--- src/rtl/ctx_mem_pkg.sv ---
// Shared definitions for the context memory command path: command encoding,
// field positions and the scheduler state encoding.
package ctx_mem_pkg;

  localparam logic [7:0] CMD_IDLE = 8'h80;
  localparam int WE_N_BIT = 7;
  localparam int WOP_MSB  = 6;
  localparam int WOP_LSB  = 3;
  localparam int ROP_MSB  = 2;
  localparam int BANK_W   = 2;

  typedef enum logic [1:0] {
    ST_IDLE     = 2'd0,
    ST_WR_BURST = 2'd1,
    ST_RD_BURST = 2'd2,
    ST_GAP      = 2'd3
  } state_t;

  // Write burst: we_n low, write_op = {1, 0, bank}, read_op idle.
  function automatic logic [7:0] wr_cmd(input logic [BANK_W-1:0] bank);
    logic [7:0] c;
    c = CMD_IDLE;
    c[WE_N_BIT] = 1'b0;
    c[WOP_MSB] = 1'b1;
    c[WOP_LSB +: BANK_W] = bank;
    return c;
  endfunction

  // Read burst: we_n high, write_op idle, read_op = {0, bank}.
  function automatic logic [7:0] rd_cmd(input logic [BANK_W-1:0] bank);
    logic [7:0] c;
    c = CMD_IDLE;
    c[ROP_MSB] = 1'b0;
    c[ROP_MSB-1 -: BANK_W] = bank;
    return c;
  endfunction

endpackage

--- src/rtl/context_cmd_sched_if.sv ---
// Request/grant and memory command signals of the context command scheduler.
// Requests follow req/gnt semantics: a requester holds req (with its bank/len)
// high until it sees the one-cycle gnt; bank/len are sampled on the granting edge.
interface context_cmd_sched_if #(
  parameter int LEN_W = 6
);
  import ctx_mem_pkg::*;

  logic              wr_req;
  logic [BANK_W-1:0] wr_bank;
  logic [LEN_W-1:0]  wr_len;
  logic              wr_gnt;
  logic              wr_done;
  logic              rd_req;
  logic [BANK_W-1:0] rd_bank;
  logic [LEN_W-1:0]  rd_len;
  logic              rd_gnt;
  logic              rd_done;
  logic [7:0]        cmd;
  logic              context_en;
  logic              busy;
  state_t            dbg_state;

  modport master (
    output wr_req, wr_bank, wr_len, rd_req, rd_bank, rd_len,
    input  wr_gnt, wr_done, rd_gnt, rd_done, cmd, context_en, busy, dbg_state
  );

  modport slave (
    input  wr_req, wr_bank, wr_len, rd_req, rd_bank, rd_len,
    output wr_gnt, wr_done, rd_gnt, rd_done, cmd, context_en, busy, dbg_state
  );

endinterface

--- src/rtl/context_cmd_sched.sv ---
// Arbitrates write and read burst requests into contiguous single-bank bursts
// on the context memory cmd bus, with a one-cycle bubble between bursts.
module context_cmd_sched
  import ctx_mem_pkg::*;
#(
  parameter int LEN_W = 6
) (
  input  logic               sys_clk,
  input  logic               sys_rst_n,
  context_cmd_sched_if.slave bus
);

  state_t           state;
  logic [LEN_W-1:0] cnt;
  logic             last_wr;
  logic             pick_wr;
  logic             pick_rd;

  // Round robin: on a tie the side that did not win last time goes first.
  always_comb begin
    pick_wr = bus.wr_req && (!bus.rd_req || !last_wr);
    pick_rd = bus.rd_req && !pick_wr;
  end

  assign bus.dbg_state = state;

  always_ff @(posedge sys_clk or negedge sys_rst_n) begin
    if (!sys_rst_n) begin
      state          <= ST_IDLE;
      cnt            <= '0;
      last_wr        <= 1'b0;
      bus.cmd        <= CMD_IDLE;
      bus.context_en <= 1'b0;
      bus.wr_gnt     <= 1'b0;
      bus.wr_done    <= 1'b0;
      bus.rd_gnt     <= 1'b0;
      bus.rd_done    <= 1'b0;
      bus.busy       <= 1'b0;
    end else begin
      bus.wr_gnt  <= 1'b0;
      bus.rd_gnt  <= 1'b0;
      bus.wr_done <= 1'b0;
      bus.rd_done <= 1'b0;
      case (state)
        // The GAP cycle is itself the bubble; arbitrating at its end keeps the
        // spacing at exactly one idle cycle, and it falls back to IDLE otherwise.
        ST_IDLE, ST_GAP: begin
          if (pick_wr) begin
            state          <= ST_WR_BURST;
            cnt            <= bus.wr_len;
            last_wr        <= 1'b1;
            bus.cmd        <= wr_cmd(bus.wr_bank);
            bus.context_en <= 1'b1;
            bus.wr_gnt     <= 1'b1;
            bus.wr_done    <= (bus.wr_len == '0);
            bus.busy       <= 1'b1;
          end else if (pick_rd) begin
            state          <= ST_RD_BURST;
            cnt            <= bus.rd_len;
            last_wr        <= 1'b0;
            bus.cmd        <= rd_cmd(bus.rd_bank);
            bus.context_en <= 1'b1;
            bus.rd_gnt     <= 1'b1;
            bus.rd_done    <= (bus.rd_len == '0);
            bus.busy       <= 1'b1;
          end else begin
            state          <= ST_IDLE;
            bus.cmd        <= CMD_IDLE;
            bus.context_en <= 1'b0;
            bus.busy       <= 1'b0;
          end
        end
        // cnt holds the beats still to come after the one on the bus now.
        ST_WR_BURST, ST_RD_BURST: begin
          if (cnt == '0) begin
            state          <= ST_GAP;
            bus.cmd        <= CMD_IDLE;
            bus.context_en <= 1'b0;
            bus.busy       <= 1'b1;
          end else begin
            cnt         <= cnt - LEN_W'(1);
            bus.wr_done <= (state == ST_WR_BURST) && (cnt == LEN_W'(1));
            bus.rd_done <= (state == ST_RD_BURST) && (cnt == LEN_W'(1));
          end
        end
        default: state <= ST_IDLE;
      endcase
    end
  end

endmodule

--- src/flat_wrapper.sv ---
// flat-port wrapper written by rule: the top's interface ports become plain ports
module context_cmd_sched_flat import ctx_mem_pkg::*;
#(
  parameter int LEN_W = 6
)
  (sys_clk, sys_rst_n, bus_wr_req, bus_wr_bank, bus_wr_len, bus_rd_req, bus_rd_bank, bus_rd_len, bus_wr_gnt, bus_wr_done, bus_rd_gnt, bus_rd_done, bus_cmd, bus_context_en, bus_busy, bus_dbg_state);
  context_cmd_sched_if #(.LEN_W(LEN_W)) bus_i ();
  input  logic sys_clk;
  input  logic sys_rst_n;
  input wire logic [$bits(bus_i.wr_req)-1:0] bus_wr_req;
  input wire logic [$bits(bus_i.wr_bank)-1:0] bus_wr_bank;
  input wire logic [$bits(bus_i.wr_len)-1:0] bus_wr_len;
  input wire logic [$bits(bus_i.rd_req)-1:0] bus_rd_req;
  input wire logic [$bits(bus_i.rd_bank)-1:0] bus_rd_bank;
  input wire logic [$bits(bus_i.rd_len)-1:0] bus_rd_len;
  output wire logic [$bits(bus_i.wr_gnt)-1:0] bus_wr_gnt;
  output wire logic [$bits(bus_i.wr_done)-1:0] bus_wr_done;
  output wire logic [$bits(bus_i.rd_gnt)-1:0] bus_rd_gnt;
  output wire logic [$bits(bus_i.rd_done)-1:0] bus_rd_done;
  output wire logic [$bits(bus_i.cmd)-1:0] bus_cmd;
  output wire logic [$bits(bus_i.context_en)-1:0] bus_context_en;
  output wire logic [$bits(bus_i.busy)-1:0] bus_busy;
  output wire logic [$bits(bus_i.dbg_state)-1:0] bus_dbg_state;
  assign bus_i.wr_req = bus_wr_req;
  assign bus_i.wr_bank = bus_wr_bank;
  assign bus_i.wr_len = bus_wr_len;
  assign bus_i.rd_req = bus_rd_req;
  assign bus_i.rd_bank = bus_rd_bank;
  assign bus_i.rd_len = bus_rd_len;
  assign bus_wr_gnt = bus_i.wr_gnt;
  assign bus_wr_done = bus_i.wr_done;
  assign bus_rd_gnt = bus_i.rd_gnt;
  assign bus_rd_done = bus_i.rd_done;
  assign bus_cmd = bus_i.cmd;
  assign bus_context_en = bus_i.context_en;
  assign bus_busy = bus_i.busy;
  assign bus_dbg_state = bus_i.dbg_state;
  context_cmd_sched #(.LEN_W(LEN_W)) u_core (.sys_clk(sys_clk), .sys_rst_n(sys_rst_n), .bus(bus_i));
endmodule
--- config.mk ---
export PLATFORM = sky130hd
export DESIGN_NAME = context_cmd_sched_flat
export DESIGN_NICKNAME = d
export VERILOG_FILES = /design/src/rtl/ctx_mem_pkg.sv /design/src/rtl/context_cmd_sched_if.sv /design/src/rtl/context_cmd_sched.sv /design/src/flat_wrapper.sv
export SDC_FILE = /design/constraint.sdc
export NUM_CORES = 1
export LEC_CHECK = 0
export CELL_PAD_IN_SITES_DETAIL_PLACEMENT = 1
export CELL_PAD_IN_SITES_GLOBAL_PLACEMENT = 2
export CORE_MARGIN = 3
export CORE_UTILIZATION = 25
export DETAILED_ROUTE_END_ITERATION = 16
export GPL_TIMING_DRIVEN = 0
export PLACE_DENSITY_LB_ADDON = 0.1
export REMOVE_ABC_BUFFERS = 1
export SLEW_MARGIN = 15
export SYNTH_ARGS = -nofsm -noshare
export SYNTH_HDL_FRONTEND = slang
export SYNTH_SLANG_ARGS = --single-unit
--- constraint.sdc ---
create_clock -name sys_clk -period 1.9 [get_ports sys_clk]
set_clock_uncertainty 0.2 [all_clocks]
set_input_delay 0.38 -clock sys_clk [delete_from_list [all_inputs] [get_ports sys_clk]]
set_output_delay 0.38 -clock sys_clk [all_outputs]
set_load 0.05 [all_outputs]
* After elaboration in Yosys (flattened, before gate mapping)
Cells that the tools add are included.
** Operators by class
- Add/subtract/negate cells :: 1
- Equality and inequality tests :: 7
- Mux-type cells :: 31
- Reductions and logical operators :: 17
** Operators by type and width (number)
- $logic_not 6->1 :: 3
- $mux 6 :: 3
- $mux 8 :: 2
- $pmux 8 s2 :: 1
- $mux 1 :: 15
- $pmux 6 s2 :: 1
- $mux 2 :: 4
- $pmux 1 s2 :: 4
- $eq 6x1->1 const B :: 1
- $sub 6x1->6 const B :: 1
- $eq 2x2->1 const B :: 2
- $logic_and 1x1->1 :: 4
- $pmux 2 s2 :: 1
- $reduce_and 2->1 :: 2
- $reduce_or 2->1 :: 2
- $logic_not 1->1 :: 3
- $ne 3x1->1 const B :: 1
- $eq 2x1->1 const B :: 1
- $logic_not 2->1 :: 1
- $ne 2x1->1 const B :: 1
- $ne 2x2->1 const B :: 1
- $reduce_bool 2->1 :: 1
- $logic_or 1x1->1 :: 1
** Storage, ports and cells
- Register bits after elaboration :: 23
- Bits of input ports :: 20
- Output and inout port bits :: 16
- Word-level logic and storage cells :: 66

* Longest topological paths before layout
- Word-level depth :: 8
- Mapped depth :: 7
- Gate-level depth less buffers :: 6

* Worst setup path after synthesis
OpenSTA, ideal clock, no wires.
- Path kind :: register to register
- Start point :: register u_core.state[0] (netlist: u_core.bus.dbg_state[0])
- End point :: register u_core.cnt[5]
- Library setup time :: 0.134 ns
- Data arrival time :: 1.817 ns
- Data required time :: 1.566 ns
- Setup slack :: -0.250 ns
- Cell stages (with the launch flop) :: 8
- Path buffers :: 2
- Clock period less this slack :: 2.150 ns
- Cells stage by stage :: dfrtp_1 > inv_1 > ha_1 > buf_2 > a22o_4 > buf_6 > o21ai_0 > o211ai_1
** Between the ends
- Cells in the longest elaborated chain, start to end :: 4
- Elaborated cells on any way between the ends :: 10
- Classes of those cells :: eq/ne (5); mux (1); reduce/logical (4)
** RTL lines
- start, declared :: line context_cmd_sched.sv:13 : state_t state;
- start signal, assigned :: line context_cmd_sched.sv:29 : state <= ST_IDLE;
- start signal, assigned :: line context_cmd_sched.sv:49 : state <= ST_WR_BURST;
- start signal, assigned :: line context_cmd_sched.sv:58 : state <= ST_RD_BURST;
- $eq 2x2->1 (tied with other cells) :: line context_cmd_sched.sv:44 : case (state)
- $reduce_or 2->1 :: line context_cmd_sched.sv:44
- $ne 3x1->1 (no line) / $ne 2x2->1 (equally long branches)
- $reduce_and 2->1 (no line)
- end signal, assigned :: line context_cmd_sched.sv:50 : cnt <= bus.wr_len;
- end signal, assigned :: line context_cmd_sched.sv:59 : cnt <= bus.rd_len;
- end signal, assigned :: line context_cmd_sched.sv:81 : cnt <= cnt - LEN_W'(1);
- end, declared :: line context_cmd_sched.sv:14 : logic [LEN_W-1:0] cnt;
Several ways; a longest one is shown, not always the timed one.
A chain may end at the register's enable or synchronous reset.

* Worst setup path in the final report
- Start point :: register u_core.bus.cmd[7]
- End point :: output port bus_cmd[7]
** RTL lines
- start, declared :: line context_cmd_sched_if.sv:31 : output wr_gnt, wr_done, rd_gnt, rd_done, cmd, context_en, busy, dbg_state
- start signal, assigned :: line context_cmd_sched.sv:52 : bus.cmd <= wr_cmd(bus.wr_bank);
- start signal, assigned :: line context_cmd_sched.sv:61 : bus.cmd <= rd_cmd(bus.rd_bank);
- end, declared :: line flat_wrapper.sv:20 : output wire logic [$bits(bus_i.cmd)-1:0] bus_cmd;
No word-level cell between the ends.

==> impl_results.md <==
* Status: completed
* Req. time, crit path at 1.32 ns
* HPWL Detailed at 2369 um
* H-tree depth at 1
* Syn_area_per_cell at 10.30 um^2
* Post-synthesis sequential area ratio at 46.93%
* Most used DFF post-synth: dfrtp_1
* Leak at 0.7585 nW
* Fmax at 537.0 MHz
* Worst-case clock buffer depth at 2
* Starting Density at 26.90%
* Layout cell share with drive strength beyond 1 at 14.09%
* CTS tree: done
* Worst-path fanout max at 2
* Die area at 5329 um^2
* Clk Latency, worst-skew pair at 0.26 ns
* Total CTS buffers at 3
* GPL Wtd Cong at 0.7697
* Final Util at 38.41%
* Multi-input logic area at 558.0 um^2
* Critical path class: register to output port
* CP startpoint kind: register
* First-pass GRT wire length at 5430 um
* Port Buf Inserts at 33
* Synth Instances at 109
* Setup violators final at 0
* Die Span X at 73 um
* EDFF count, synth at 0
* Worst hold path type: register to register
* Synth Cell Area at 1122 um^2
* Die Ht at 73 um
* VDD IR-drop max at 0.7541 mV
* GRT Total Usage at 13.42%
* Number of global-route vias before repair at 1041
* Core area at 4173 um^2
* Detailed Route WL at 3420 um
* Fin. Hold Viols at 0
* CTS Root Cell: clkbuf_8
* Area Overhead vs Synth at 42.81%
* Fin nets at 175
* MaxCap Viol Count at 0
* Largest net degree at the start of global routing at 22
* Rows at 23
* Worst-path clk slew at 0.08 ns
* Final Critical Period at 1.862 ns
* Asr flop ratio synth at 100.0%
* Register bit total from synthesis at 21
* CP Capture Type: output port
* Synth cell types at 36
* Clk sink count at 21
* Setup TNS at 0 ns
* Fin. max-slew vios at 0
* Power per cell area at 1814 nW/um^2
* Initial antenna violation count at 0
* Remaining DRCs at 0
* Hold WS at 0.2641 ns
* Overall power at 2.908 mW
* # IOs at 36
* Largest stage delay, worst path at 0.53 ns
* Crit path cell chain: clkdlybuf4s15_1
* Critical path arrival at 1.28 ns
* Via count at 998
* Ys Warns at 0
* Number of fill cells at 476
* Worst path slowest cell: dfstp_2
* Reg area at 528.0 um^2
* WL per Instance at 17.19 um
* GR Overflow Total at 0
* First-pass iteration count of the detailed router at 4
* Antenna-violating nets left at 0
* Iteration-0 DRC Markers at 101
* CP top delay family: flip-flops
* Tcrit/Tclk final at 98.01%
* Worst Path Buf+Inv at 1
* DR vias/cell at 5.015
* Antenna Diode Count at 0
-- layout by cell type, fill, tap and decap left out, types with 2 or more instances in the layout --
cell / netlist / layout
dfrtp_1: 20 / 19
a32oi_1: 3 / 3
buf_4: 3 / 8
clkdlybuf4s50_1: 0 / 17
a22o_1: 5 / 5
nor2b_1: 2 / 2
a21oi_1: 7 / 7
nor4_1: 2 / 2
mux2i_1: 4 / 4
dlygate4sd2_1: 0 / 13
conb_1: 1 / 2
nor2_1: 12 / 12
inv_1: 7 / 7
clkbuf_8: 0 / 3
o22a_1: 2 / 2
a32o_1: 3 / 3
nand2_1: 6 / 6
nor3_1: 2 / 2
ha_1: 5 / 4
a22oi_1: 2 / 2
o21ai_0: 4 / 4
-- sequential cells by signal (all words and copies together), names as in the netlist --
signal,count
u_core.bus.cmd,6
u_core.cnt,6
u_core.bus.dbg_state,2
u_core.bus.busy,1
u_core.bus.context_en,1
u_core.bus.rd_done,1
u_core.bus.rd_gnt,1
u_core.bus.wr_done,1
u_core.bus.wr_gnt,1
u_core.last_wr,1
-- worst register-to-register path, stage by stage (launching register included) --
cell and delay, ns:
dfrtp_1 0.40, inv_1 0.11, ha_1 0.29, nor2b_1 0.24
a22o_4 0.20, nor2_1 0.06, o22a_1 0.18
-- final timing paths --
check | depth (start not counted) | start | slack, ns | end
setup / recovery | 1 | u_core.bus.cmd[7] | 0.04 | bus_cmd[7]
hold / removal | 2 | u_core.bus.cmd[7] | 0.26 | u_core.bus.cmd[7]
setup reg to reg | 6 | u_core.cnt[1] | 0.11 | u_core.cnt[2]
hold reg to reg | 2 | u_core.bus.cmd[7] | 0.26 | u_core.bus.cmd[7]
max in group asynchronous | 2 | sys_rst_n | 0.73 | u_core.cnt[0]
min in group asynchronous | 2 | sys_rst_n | 0.41 | u_core.cnt[1]
-- what timing repair did --
item                                    in CTS  in global routing
endpoints found under the setup margin      35                  8
hold buffers                                 0                  1
pin swaps                                    2                  2
resized for setup                           20                  2
gates cloned                                 0                  1
hold endpoints to repair                     0                 20
buffers inserted                             2                  6
-- logic make-up (layout without fill, tap and decap cells) --
logic type / Yosys count / in the layout / share of synthesized area (%)
other: 1 / 2 / 0.3341
AOI/OAI and AO/OA: 34 / 35 / 22.97
buffers and inverters: 15 / 53 / 7.468
adders and majority gates: 5 / 5 / 5.574
DFF: 21 / 21 / 46.93
muxes: 4 / 4 / 3.568
and+or+nand+nor: 29 / 29 / 13.15
-- routing by layer --
layer  track usage, %  share of wire [%]  vias up
met4            1.230               0.38        0
li1                 -                  -      470
met2            22.44                 50       22
met1            18.30                 46      504
met3            3.030                3.4        2
met5                0                  0        -
-- synth_stat cells, types with 2 or more instances --
cell type / n / area share, %
dfrtp_1: 20 / 45
mux2i_1: 4 / 3.6
a32oi_1: 3 / 2.3
buf_6: 2 / 2.0
ha_1: 5 / 5.6
nand2_1: 6 / 2.0
a22o_1: 5 / 3.9
o21ai_0: 4 / 1.8
inv_1: 7 / 2.3
a32o_1: 3 / 2.7
nor4_1: 2 / 1.1
buf_4: 3 / 2.0
a21oi_1: 7 / 3.1
nor2b_1: 2 / 1.1
nor3_1: 2 / 0.89
a22oi_1: 2 / 1.3
o22a_1: 2 / 1.6
nor2_1: 12 / 4.0
-- stage by stage --
step / cells / instance area, um^2 / setup WS, ns
after detailed placement: 185 / 1461 / -0.7234
after floorplan: 102 / 1069 / -0.3918
after global routing: 199 / 1603 / -0.004102
after CTS: 191 / 1538 / 0.01869
after global placement: 185 / 1461 / -0.6984
final: 199 / 1603 / 0.03790
-- final cells by class --
type / count / share of cell area, %
well taps: 50 / 3.903
clock buffers: 3 / 2.576
flip-flops and latches: 21 / 32.94
multi-input cells: 75 / 34.82
inverters: 7 / 1.639
clock inverters: 1 / 0.3123
repair buffers: 42 / 23.81
-- where the power goes --
| group | internal (mW) | switching [mW] | leakage [nW] |
|---|---|---|---|
| Clock | 0.146 | 0.153 | 0.0255 |
| Sequential | 0.648 | 0.167 | 0.258 |
| Combinational | 0.673 | 1.12 | 0.475 |
| Total | 1.47 | 1.44 | 0.759 |
Power figures use the tool's default switching activity.
